File: src/rtl/cv32e40p_x_if_pkg.sv
// cv32e40p_x_if_pkg: shared X-interface types and constants for the result path
package cv32e40p_x_if_pkg;
    localparam int X_RESULT_BUF_DEPTH = 2;
    localparam int X_RESULT_XLEN      = 32;
    typedef struct packed {
        logic [4:0]               rd;
        logic [X_RESULT_XLEN-1:0] data;
    } x_result_entry_t;
endpackage

File: src/rtl/cv32e40p_x_result_fifo.sv
// cv32e40p_x_result_fifo: generic DEPTH-entry FIFO
// ports: clk_i/rst_i clock and async high reset; push_i/wdata_i write side;
// pop_i/rdata_o read side (rdata_o is the head); full_o, empty_o, cnt_o status
module cv32e40p_x_result_fifo #(
    parameter int DEPTH = 2,
    parameter int WIDTH = 37
) (
    input  logic             clk_i,
    input  logic             rst_i,
    input  logic             push_i,
    input  logic [WIDTH-1:0] wdata_i,
    input  logic             pop_i,
    output logic [WIDTH-1:0] rdata_o,
    output logic             full_o,
    output logic             empty_o,
    output logic [3:0]       cnt_o
);
    localparam int PW = DEPTH > 1 ? $clog2(DEPTH) : 1;
    logic [WIDTH-1:0] mem [DEPTH];
    logic [PW-1:0]    wr_ptr, rd_ptr;
    logic [3:0]       cnt_q;
    // pointers wrap by compare-and-clear so non-power-of-2 depths work
    function automatic logic [PW-1:0] inc(input logic [PW-1:0] p);
        return p == PW'(DEPTH - 1) ? '0 : p + 1'b1;
    endfunction
    always_ff @(posedge clk_i or posedge rst_i) begin
        if (rst_i) begin
            wr_ptr <= '0;
            rd_ptr <= '0;
            cnt_q  <= '0;
        end else begin
            if (push_i) wr_ptr <= inc(wr_ptr);
            if (pop_i) rd_ptr <= inc(rd_ptr);
            cnt_q <= cnt_q + 4'(push_i) - 4'(pop_i);
        end
    end
    always_ff @(posedge clk_i) begin
        if (push_i) mem[wr_ptr] <= wdata_i;
    end
    assign rdata_o = mem[rd_ptr];
    assign full_o  = cnt_q == 4'(DEPTH);
    assign empty_o = cnt_q == '0;
    assign cnt_o   = cnt_q;
endmodule

File: src/rtl/cv32e40p_x_result_buf.sv
// cv32e40p_x_result_buf: buffers coprocessor results and retires them into free RF write slots
// ports: clk_i/rst_i clock and async high reset; x_result_* coprocessor result channel;
// rf_wb_busy_i core writeback owns the RF port; rf_* RF write port; x_rvalid_o/x_rwaddr_o
// scoreboard clear; wb_stall_req_o starvation stall request; empty_o/cnt_o occupancy
module cv32e40p_x_result_buf
    import cv32e40p_x_if_pkg::*;
#(
    parameter int DEPTH        = X_RESULT_BUF_DEPTH,
    parameter int XLEN         = 32,
    parameter int STARVE_LIMIT = 4
) (
    input  logic            clk_i,
    input  logic            rst_i,
    input  logic            x_result_valid_i,
    output logic            x_result_ready_o,
    input  logic [4:0]      x_result_rd_i,
    input  logic [XLEN-1:0] x_result_data_i,
    input  logic            x_result_we_i,
    input  logic            rf_wb_busy_i,
    output logic            rf_we_o,
    output logic [4:0]      rf_waddr_o,
    output logic [XLEN-1:0] rf_wdata_o,
    output logic            x_rvalid_o,
    output logic [4:0]      x_rwaddr_o,
    output logic            wb_stall_req_o,
    output logic            empty_o,
    output logic [3:0]      cnt_o
);
    localparam int SW = $clog2(STARVE_LIMIT + 1);
    logic            full, empty, push, pop;
    logic [XLEN+4:0] head;
    logic [4:0]      head_rd;
    logic [SW-1:0]   starve_q;
    // results without a register writeback are consumed but never stored
    assign x_result_ready_o = ~full;
    assign push = x_result_valid_i & ~full & x_result_we_i;
    assign pop  = ~empty & ~rf_wb_busy_i;
    cv32e40p_x_result_fifo #(.DEPTH(DEPTH), .WIDTH(XLEN + 5)) u_fifo (
        .clk_i   (clk_i),
        .rst_i   (rst_i),
        .push_i  (push),
        .wdata_i ({x_result_rd_i, x_result_data_i}),
        .pop_i   (pop),
        .rdata_o (head),
        .full_o  (full),
        .empty_o (empty),
        .cnt_o   (cnt_o)
    );
    assign head_rd    = head[XLEN+4:XLEN];
    assign x_rvalid_o = pop;
    assign x_rwaddr_o = pop ? head_rd : '0;
    assign rf_we_o    = pop & (head_rd != '0);
    assign rf_waddr_o = pop ? head_rd : '0;
    assign rf_wdata_o = pop ? head[XLEN-1:0] : '0;
    assign empty_o    = empty;
    // any non-empty cycle without a pop is a blocked cycle
    always_ff @(posedge clk_i or posedge rst_i) begin
        if (rst_i) starve_q <= '0;
        else starve_q <= (empty | pop) ? '0 : starve_q == SW'(STARVE_LIMIT) ? starve_q : starve_q + 1'b1;
    end
    assign wb_stall_req_o = starve_q == SW'(STARVE_LIMIT);
endmodule

File: config.mk
export PLATFORM = sky130hd
export DESIGN_NAME = cv32e40p_x_result_buf
export DESIGN_NICKNAME = d
export VERILOG_FILES = /design/src/rtl/cv32e40p_x_if_pkg.sv /design/src/rtl/cv32e40p_x_result_fifo.sv /design/src/rtl/cv32e40p_x_result_buf.sv
export SDC_FILE = /design/constraint.sdc
export NUM_CORES = 1
export LEC_CHECK = 0
export BUFFER_PORTS_ARGS = -buffer_cell sky130_fd_sc_hd__buf_2
export CAP_MARGIN = 20
export CORE_MARGIN = 2
export CORE_UTILIZATION = 40
export CTS_CLUSTER_SIZE = 28
export DETAILED_ROUTE_END_ITERATION = 6
export HOLD_SLACK_MARGIN = 0.08
export SYNTH_ARGS = -nofsm -noshare
export SYNTH_HDL_FRONTEND = slang
export SYNTH_SLANG_ARGS = --single-unit
File: constraint.sdc
create_clock -name clk_i -period 3.7 [get_ports clk_i]
set_input_delay 0.185 -clock clk_i [delete_from_list [all_inputs] [get_ports clk_i]]
set_output_delay 0.185 -clock clk_i [all_outputs]
set_load 0.01 [all_outputs]
==> results.py, run 1 <==
metrics = {
    "floorplanning": {
        "die_h_microns": 96.0,
        "rows": 33,
        "die_area_sq_um": 9220,
        "dieWidth_microns": 96.0,
        "ios": 93,
        "coreArea_sq_um": 8220,
        "start_util_pct": 41.2,
    },
    "placement": {
        "port-buffer-count": 92,
        "dp_hpwl_mm": 3.89,
        "place_inst": 403,
        "place_area_sq_um": 3910,
        "gp_congestion": 0.727,
    },
    "cells_and_area": {
        "multi_input_area_sq_um": 808,
        "final-seq-area_sq_um": 2450,
        "final_common_cell": "buf_2",
        "instances_no_fill": 458,
        "syn2layout_area_growth_pct": 33.2,
        "num-fill-cells": 710,
        "final_area_sq_um": 4510,
        "n_antenna_cell": 0,
        "drive_above_1_share_pct": 32.9,
        "final_cell_mix": "buf_2 (92), edfxtp_1 (74), nor2_1 (40), dlygate4sd3_1 (38), mux2i_1 (37)",
        "final_nets": 398,
    },
    "pwr": {
        "p_per_area_nw_per_um2": 621,
        "power_leakage_nw": 1.94,
        "irDropWorstVdd_uv": 323,
        "finalPower_mw": 2.80,
    },
    "job": {
        "drv_cap": 0,
    },
    "clocking": {
        "cts_tree": "yes",
        "clk_latency_ps": 340,
        "clockRootBuffer": "clkbuf_8",
        "htreeDepth": 3,
        "post_cts_resized": 0,
        "post_cts_buffers": 0,
        "hold_buffers": 38,
        "path_clk_slew_ps": 80,
        "cts.sinks": 83,
        "cts-buffers-inserted": 9,
        "clock_path_buffers": 2,
    },
    "setup_path": {
        "required_ps": 3510,
        "cpMaxStageDelayCell": "dfrtp_2",
        "crit_type": "flop to output port",
        "regToRegStartpoint": "u_fifo.cnt_o[2]",
        "cp-end-kind": "output port",
        "worst-path-buf-inv": 2,
        "crit_fanout": 21,
        "critPathLaunchType": "flop",
        "max_stage_delay_ps": 760,
        "crit_family": "flip-flops",
        "crit_arrival_ps": 2070,
        "setup.worst_path.start": "u_fifo.rd_ptr",
        "path_cells": "buf_4 > mux2i_1 > nor2_1 > buf_2",
    },
    "grt": {
        "antenna_found_initial": 0,
        "grt_first_pass_wirelength_mm": 9.66,
        "grt_use_total_pct": 14.3,
        "grt_pass1_vias": 2052,
        "overflow": 0,
        "grt_max_degree": 40,
    },
    "synth": {
        "postSynthAreaPerCell_sq_um": 15.5,
        "synth_warnings": 0,
        "synth_top_area_cell": "edfxtp_1",
        "synth_top_area_share_pct": 65.6,
        "syn_nets": 269,
        "synth.cell_area_sq_um": 3390,
        "synth.distinct_cells": 27,
        "syn-instance-count": 219,
        "synth-seq-cells": 83,
        "ys_seq_area_share_pct": 72.3,
        "yosys-top-cells-area": "edfxtp_1 (66%), mux2i_1 (11%), dfrtp_1 (6.6%)",
    },
    "routing": {
        "wirelength_mm": 6.30,
        "num_vias": 2069,
        "wl_per_cell_microns": 13.8,
        "dr.pass1.iters": 4,
        "routed_via_density": 4.52,
        "drc": 0,
        "drtIter0Drc": 97,
        "ant_nets": 0,
    },
    "sta": {
        "finalClockSkew_ps": 5.65,
        "worst_slew_pin_slew_ps": 900,
        "rsz0062_at_grt": "false",
        "final.setup.tns_ps": 0,
        "finalSetupViolations": 0,
        "slew_headroom_pct": 40.0,
        "period_minus_slack_ps": 2250,
        "final_max_slew_viol_count": 0,
        "fmax_mhz": 444,
        "hold_violations": 0,
        "finalCritPeriodShare_pct": 60.9,
    },
    "status": {
        "outcome": "complete, no violations",
    },
    "hold_path": {
        "hold_path.class": "primary input to flop",
        "min_from": "rf_wb_busy_i",
    },
}
## metrics by stage
step	setup WS, ps	util, %	hold slack (ps)
2_1_floorplan	558	-	12.9
3_3_place_gp	1430	47.5	167
3_5_place_dp	1410	47.5	163
4_1_cts	1400	54.6	146
5_1_grt	1310	54.9	152
6_report	1450	54.9	152
## synthesized netlist by cell type, drive strengths merged
cell type and number:
nor2b 1, mux2i 37, nor3b 1, xnor2 2
edfxtp 74, and2 1, buf 15, a21o 1
nor2 40, and3 1, nor3 4, nand3 1
xor2 3, or4 1, nand3b 1, nand2b 1
fa 1, or2 1, nand2 3, inv 11
ha 7, or4b 1, dfrtp 9, a21oi 2
## cell families after synthesis
| family | Yosys count | share of synthesized area (%) |
|---|---|---|
| multiplexers | 37 | 10.9 |
| buffers and inverters | 26 | 4.14 |
| AO/OA/AOI/OAI | 3 | 0.517 |
| adder cells (fa/ha/maj) | 8 | 3.18 |
| XOR/XNOR | 5 | 1.29 |
| flip-flops | 83 | 72.3 |
| AND/OR/NAND/NOR | 57 | 7.68 |
## state kept, by name (all words and copies together) (netlist names)
name,cells
u_fifo.cnt_o,4
starve_q,3
u_fifo.mem,74
u_fifo.rd_ptr,1
u_fifo.wr_ptr,1
## power by group
| group | internal [mW] | switching, mW | leakage [nW] |
|---|---|---|---|
| registers | 1.18 | 0.114 | 0.787 |
| clock network | 0.316 | 0.328 | 0.0979 |
| logic | 0.402 | 0.456 | 1.06 |
## area by class of cell
class,instances,area share [%]
repair buffers,133,19.6
clock inverters,7,1.69
inverters,11,0.915
multi-input cells,110,17.9
clock buffers,9,2.74
flip-flops and latches,83,54.3
well taps,105,2.91
## routing by layer
layer | wire, microns | global-route usage (%) | part of all wire (%) | vias to the layer above
met2 | 3140 | 23.3 | 50 | 59
li1 | - | - | - | 1030
met5 | 0 | 0 | 0 | -
met3 | 315 | 3.37 | 5.0 | 6
met4 | 71 | 6.55 | 1.1 | 0
met1 | 2770 | 18.2 | 44 | 974
## worst min-delay path, delay by kind of cell
| family | cells | cell delay [ps] |
|---|---|---|
| buf+inv | 1 | 110 |
| simple gates | 2 | 180 |
## path summary, 6_finish.rpt
| kind | endpoint | slack (ps) | cells after the start |
|---|---|---|---|
| setup / recovery | rf_wdata_o[22] | 1450 | 4 |
| hold / removal | starve_q[0] | 150 | 3 |
| setup reg to reg | u_fifo.cnt_o[3] | 1520 | 11 |
| hold reg to reg | u_fifo.wr_ptr | 540 | 1 |
| max in group asynchronous | u_fifo.rd_ptr | 3090 | 3 |
| min in group asynchronous | starve_q[0] | 340 | 3 |
Note: power is estimated with default switching activity, not from simulation.
==> run 2, diff against run 1 <==
==> constraint.sdc (replaced) <==
create_clock -name clk_i -period 2.1 [get_ports clk_i]
set_input_delay 0.105 -clock clk_i [delete_from_list [all_inputs] [get_ports clk_i]]
set_output_delay 0.105 -clock clk_i [all_outputs]
set_load 0.01 [all_outputs]
==> run 2 against run 1 <==
Net effect:
- register-to-register slack lost 1400 ps
- routed wire length shrank 2.0%
- total power grew 76%
- die area is the same
- sequential share of layout area shrank 0.96 points
- critical path depth grew 6
- setup slack lost 1300 ps
- clock-buffer cell count grew 1
- via count grew 1.7%
- global-route usage shrank 0.49 points
- critical path type is now flop to flop
- highest routed layer unchanged
==> results.py, run 2 (synthesis gave the netlist of run 1 again) <==
metrics = {
    "routing": {
        "wl_per_cell_microns": 13.3,
        "wirelength_mm": 6.18,
        "wl_met3_microns": 247,
        "drc": 0,
        "ant_nets": 0,
        "route.met2.wl_mm": 3.25,
        "num_vias": 2104,
        "top_layer": "met4",
        "dr.pass1.iters": 4,
        "wl_met1_mm": 2.59,
        "drtIter0Drc": 97,
        "routed_via_density": 4.53,
    },
    "clocking": {
        "htreeDepth": 3,
        "clockRootBuffer": "clkbuf_8",
        "cts-buffers-inserted": 9,
        "clock_path_buffers": 2,
        "clk_latency_ps": 340,
        "cts_tree": "yes",
        "path_clk_slew_ps": 80,
        "cts.sinks": 83,
    },
    "cells_and_area": {
        "n_antenna_cell": 0,
        "final_common_cell": "buf_2",
        "final_area_sq_um": 4590,
        "drive_above_1_share_pct": 36.5,
        "final_util_pct": 55.9,
        "syn2layout_area_growth_pct": 35.6,
        "instances_no_fill": 464,
        "final_nets": 404,
        "largest_reg_flops": 74,
        "num-fill-cells": 716,
        "final_cell_mix": "buf_2 (92), edfxtp_1 (74), nor2_1 (40), dlygate4sd3_1 (39), mux2i_1 (37)",
        "regMostFlops": "u_fifo.mem",
    },
    "pwr": {
        "irDropWorstVdd_uv": 560,
        "p_per_area_nw_per_um2": 1080,
        "power_leakage_nw": 1.96,
    },
    "setup_path": {
        "crit_type": "flop to flop",
        "crit_fanout": 3,
        "required_ps": 2330,
        "cp-end-kind": "flop",
        "crit_arrival_ps": 2230,
        "critPathLaunchType": "flop",
    },
    "sta": {
        "final_max_slew_viol_count": 0,
        "worst_slew_pin_slew_ps": 372,
        "finalSetupViolations": 0,
        "fmax_mhz": 500,
        "final.setup.tns_ps": 0,
        "finalCritPeriodShare_pct": 95.3,
        "period_minus_slack_ps": 2000,
        "slew_headroom_pct": 75.2,
        "hold_violations": 0,
        "finalClockSkew_ps": 10.7,
    },
    "placement": {
        "gp_congestion": 0.697,
        "port-buffer-count": 92,
        "dp_hpwl_mm": 3.93,
        "place_inst": 408,
        "place_area_sq_um": 4000,
    },
    "floorplanning": {
        "dieWidth_microns": 96.0,
        "ios": 93,
        "start_util_pct": 41.2,
        "rows": 33,
        "die_area_sq_um": 9220,
        "coreArea_sq_um": 8220,
        "die_h_microns": 96.0,
    },
    "grt": {
        "overflow": 0,
        "grt_use_total_pct": 13.8,
        "antenna_found_initial": 0,
        "grt_max_degree": 40,
        "grt_pass1_vias": 2036,
        "grt_first_pass_wirelength_mm": 9.36,
    },
    "hold_path": {
        "hold_path.class": "primary input to flop",
    },
    "status": {
        "outcome": "complete, no violations",
    },
    "job": {
        "drv_cap": 0,
    },
}
## run 2: cell types whose count changed in the layout (fill, tap and decap cells not counted), sizes merged
cell,delta
clkbuf,+1
clkinv,-2
clkinvlp,+2
bufinv,-1
buf,+5
dlygate4sd3,+1
## run 2: worst paths after layout
check,from,endpoint,slack [ps],depth (start not counted)
setup / recovery,u_fifo.cnt_o[2],u_fifo.cnt_o[2],100,10
setup reg to reg,u_fifo.cnt_o[2],u_fifo.cnt_o[2],100,10
max in group asynchronous,rst_i,u_fifo.rd_ptr,1540,3
min in group asynchronous,rst_i,u_fifo.rd_ptr,270,3
hold reg to reg,u_fifo.wr_ptr,u_fifo.wr_ptr,550,1
hold / removal,x_result_valid_i,u_fifo.wr_ptr,220,3
## run 2: stage by stage
step	hold slack (ps)	power, mW	setup slack (ps)
finish	219	4.94	98.1
global route	230	5.28	-6.30
CTS	200	4.99	6.59
detailed placement	96.9	3.88	0.149
global placement	88.8	3.85	47.1
floorplan	-67.1	3.38	-247
## run 2: area by class of cell
class / instances / area, sq um / area share, %
multi-input cells: 110 / 851 / 18.5
clock buffers: 10 / 128 / 2.78
flip-flops and latches: 83 / 2450 / 53.3
inverters: 11 / 43.8 / 0.953
repair buffers: 139 / 943 / 20.5
clock inverters: 6 / 48.8 / 1.06
well taps: 105 / 131 / 2.86
## run 2: timing repair
item                                    4_1_cts  5_1_grt
pin swaps                                     0        3
endpoints found under the setup margin       45       20
hold endpoints to repair                     86        0
buffers inserted                              0        1
gates resized for setup                       4        4
hold buffers                                 39        0
## run 2: report_power, final
part,total [mW],leakage [nW],switching [mW],internal (mW)
sequential,2.21,0.787,0.122,2.09
clock,1.01,0.0795,0.574,0.440
combinational,1.72,1.09,0.921,0.802
total,4.94,1.96,1.62,3.33
## run 2: critical path, stage by stage, from the launching register on
cell,delay (ps)
dfrtp_1,390
inv_2,80
ha_4,120
nor3b_4,180
or2_4,170
inv_4,40
ha_4,240
inv_2,30
ha_2,170
fa_2,330
xor2_1,140
## run 2: routing by layer
layer  vias up  global-route usage (%)
met5         -                       0
met4         0                    6.90
met3         7                    2.82
met2        59                    24.0
met1       996                    16.3
li1       1042                       -
==> run 3, diff against run 2 <==
--- a/config.mk
+++ b/config.mk
@@ -9,6 +9,7 @@
 export CAP_MARGIN = 20
 export CORE_MARGIN = 2
 export CORE_UTILIZATION = 40
+export CTS_BUF_LIST = sky130_fd_sc_hd__clkbuf_4 sky130_fd_sc_hd__clkbuf_8
 export CTS_CLUSTER_SIZE = 28
 export DETAILED_ROUTE_END_ITERATION = 6
 export HOLD_SLACK_MARGIN = 0.08
==> run 3 against run 2 <==
Net effect:
- clock-buffer cell count did not move
- core utilization hardly changed
- first-iteration DRC count fell by 11%
- sequential power about the same
- design area about the same
- fmax did not move
- critical path type unchanged
- largest power group unchanged
==> results.py, run 3 (synthesis gave the netlist of run 1 again) <==
metrics = {
    "cells_and_area": {
        "final_cell_mix": "buf_2 (92), edfxtp_1 (74), nor2_1 (40), dlygate4sd3_1 (39), mux2i_1 (37)",
        "num-fill-cells": 716,
        "drive_above_1_share_pct": 36.8,
        "regMostFlops": "u_fifo.mem",
        "largest_reg_flops": 74,
        "instances_no_fill": 464,
        "final_common_cell": "buf_2",
        "final-seq-area_sq_um": 2450,
        "final_nets": 404,
        "n_antenna_cell": 0,
        "multi_input_area_sq_um": 851,
        "syn2layout_area_growth_pct": 35.8,
    },
    "grt": {
        "overflow": 0,
        "grt_max_degree": 40,
        "grt_use_total_pct": 13.8,
        "antenna_found_initial": 0,
        "grt_first_pass_wirelength_mm": 9.36,
        "grt_pass1_vias": 2031,
    },
    "clocking": {
        "path_clk_slew_ps": 80,
        "cts.sinks": 83,
        "cts_tree": "yes",
        "cts-buffers-inserted": 9,
        "clockRootBuffer": "clkbuf_8",
        "clk_latency_ps": 340,
        "htreeDepth": 3,
        "clock_path_buffers": 2,
    },
    "setup_path": {
        "reg2reg_slack_ps": 100,
        "critPathLaunchType": "flop",
        "required_ps": 2330,
        "crit_arrival_ps": 2230,
        "regToRegStartpoint": "u_fifo.cnt_o[2]",
        "crit_fanout": 3,
        "setup.worst_path.start": "u_fifo.cnt_o[2]",
        "timing.rr.end": "u_fifo.cnt_o[2]",
        "cp-end-kind": "flop",
        "crit_end": "u_fifo.cnt_o[2]",
        "crit_type": "flop to flop",
        "reg2regPathDepth": 10,
    },
    "pwr": {
        "finalPower_mw": 4.96,
        "power_leakage_nw": 1.96,
        "clkPwrFrac_pct": 20.7,
        "swShare_pct": 32.7,
        "p_int_mw": 3.34,
        "irDropWorstVdd_uv": 561,
        "p_comb_share_pct": 34.8,
        "seq_power_share_pct": 44.5,
        "p_per_area_nw_per_um2": 1080,
        "p_switching_mw": 1.62,
    },
    "routing": {
        "wirelength_mm": 6.19,
        "drtIter0Drc": 86,
        "routed_via_density": 4.53,
        "dr.pass1.iters": 4,
        "ant_nets": 0,
        "num_vias": 2101,
        "drc": 0,
        "wl_per_cell_microns": 13.3,
    },
    "sta": {
        "worst_slew_pin_slew_ps": 371,
        "finalCritPeriodShare_pct": 95.3,
        "hold_violations": 0,
        "setup_slack_ps": 98.1,
        "finalClockSkew_ps": 10.7,
        "fmax_mhz": 500,
        "final.setup.tns_ps": 0,
        "finalSetupViolations": 0,
        "final_max_slew_viol_count": 0,
        "slew_headroom_pct": 75.2,
        "timing.hold.ws_ps": 221,
        "period_minus_slack_ps": 2000,
    },
    "placement": {
        "dp_hpwl_mm": 3.93,
        "dpl_worst_slack_ps": 0.149,
        "port-buffer-count": 92,
        "gp_congestion": 0.697,
        "place_inst": 408,
    },
    "floorplanning": {
        "die_h_microns": 96.0,
        "rows": 33,
        "start_util_pct": 41.2,
        "ios": 93,
        "dieWidth_microns": 96.0,
        "die_area_sq_um": 9220,
        "coreArea_sq_um": 8220,
    },
    "job": {
        "drv_cap": 0,
    },
    "hold_path": {
        "hold_path.class": "primary input to flop",
    },
    "status": {
        "outcome": "complete, no violations",
    },
}
[run 3: cell count changes in the layout (fill, tap and decap cells not counted)]
cell      previous run  this run
clkbuf_4             0         1
clkbuf_1             1         0
[run 3: layout make-up]
| type | instances | area share [%] |
|---|---|---|
| Sequential cell | 83 | 53.3 |
| Timing Repair Buffer | 139 | 20.5 |
| Multi-Input combinational cell | 110 | 18.5 |
| Clock buffer | 10 | 2.86 |
| Tap cell | 105 | 2.86 |
| Clock inverter | 6 | 1.06 |
| Inverter | 11 | 0.952 |
[run 3: power by group through the flow]
stage	registers (mW)	logic [mW]	clock network, mW
floorplan	2.23	1.15	0
global placement	2.23	1.62	0
detailed placement	2.24	1.63	0
CTS	2.20	1.72	1.07
global route	2.23	1.93	1.13
finish	2.21	1.72	1.03
[run 3: through the flow]
stage / instance area (sq um) / util, %
finish: 4600 / 56.0
global route: 4600 / 56.0
CTS: 4580 / 55.7
detailed placement: 4000 / 48.6
global placement: 4000 / 48.6
floorplan: 3430 / -
[run 3: critical path: stages (launching register included)]
cell and delay (ps):
dfrtp_1 390, inv_2 80, ha_4 120, nor3b_4 180, or2_4 170, inv_4 40, ha_4 240, inv_2 30
ha_2 170, fa_2 330, xor2_1 140
[run 3: how the worst min path moves through the flow]
stage	cells past startpoint	from	end	slack, ps
final	3	x_result_valid_i	u_fifo.wr_ptr	220
after global routing	3	x_result_valid_i	u_fifo.wr_ptr	230
after CTS	3	x_result_valid_i	u_fifo.wr_ptr	200
after detailed placement	2	rst_i	starve_q[0]	100
after global placement	2	rst_i	starve_q[0]	90
after floorplan	1	rst_i	starve_q[0]	-70
[run 3: routing by layer]
layer	wire, microns	track usage [%]	vias to the layer above	share of wire [%]
met3	242	2.82	7	3.9
met5	0	0	-	0
li1	-	-	1041	-
met1	2600	16.3	998	42
met4	82	6.90	0	1.3
met2	3270	24.0	55	53
[run 3: what timing repair did]
item                                   in CTS  in global routing
endpoints found under the hold margin      86                  0
setup endpoints to repair                  45                 20
pin swaps                                   0                  3
gates resized for setup                     4                  4
cloned                                      0                  0
setup buffers                               0                  1
hold buffers                               39                  0
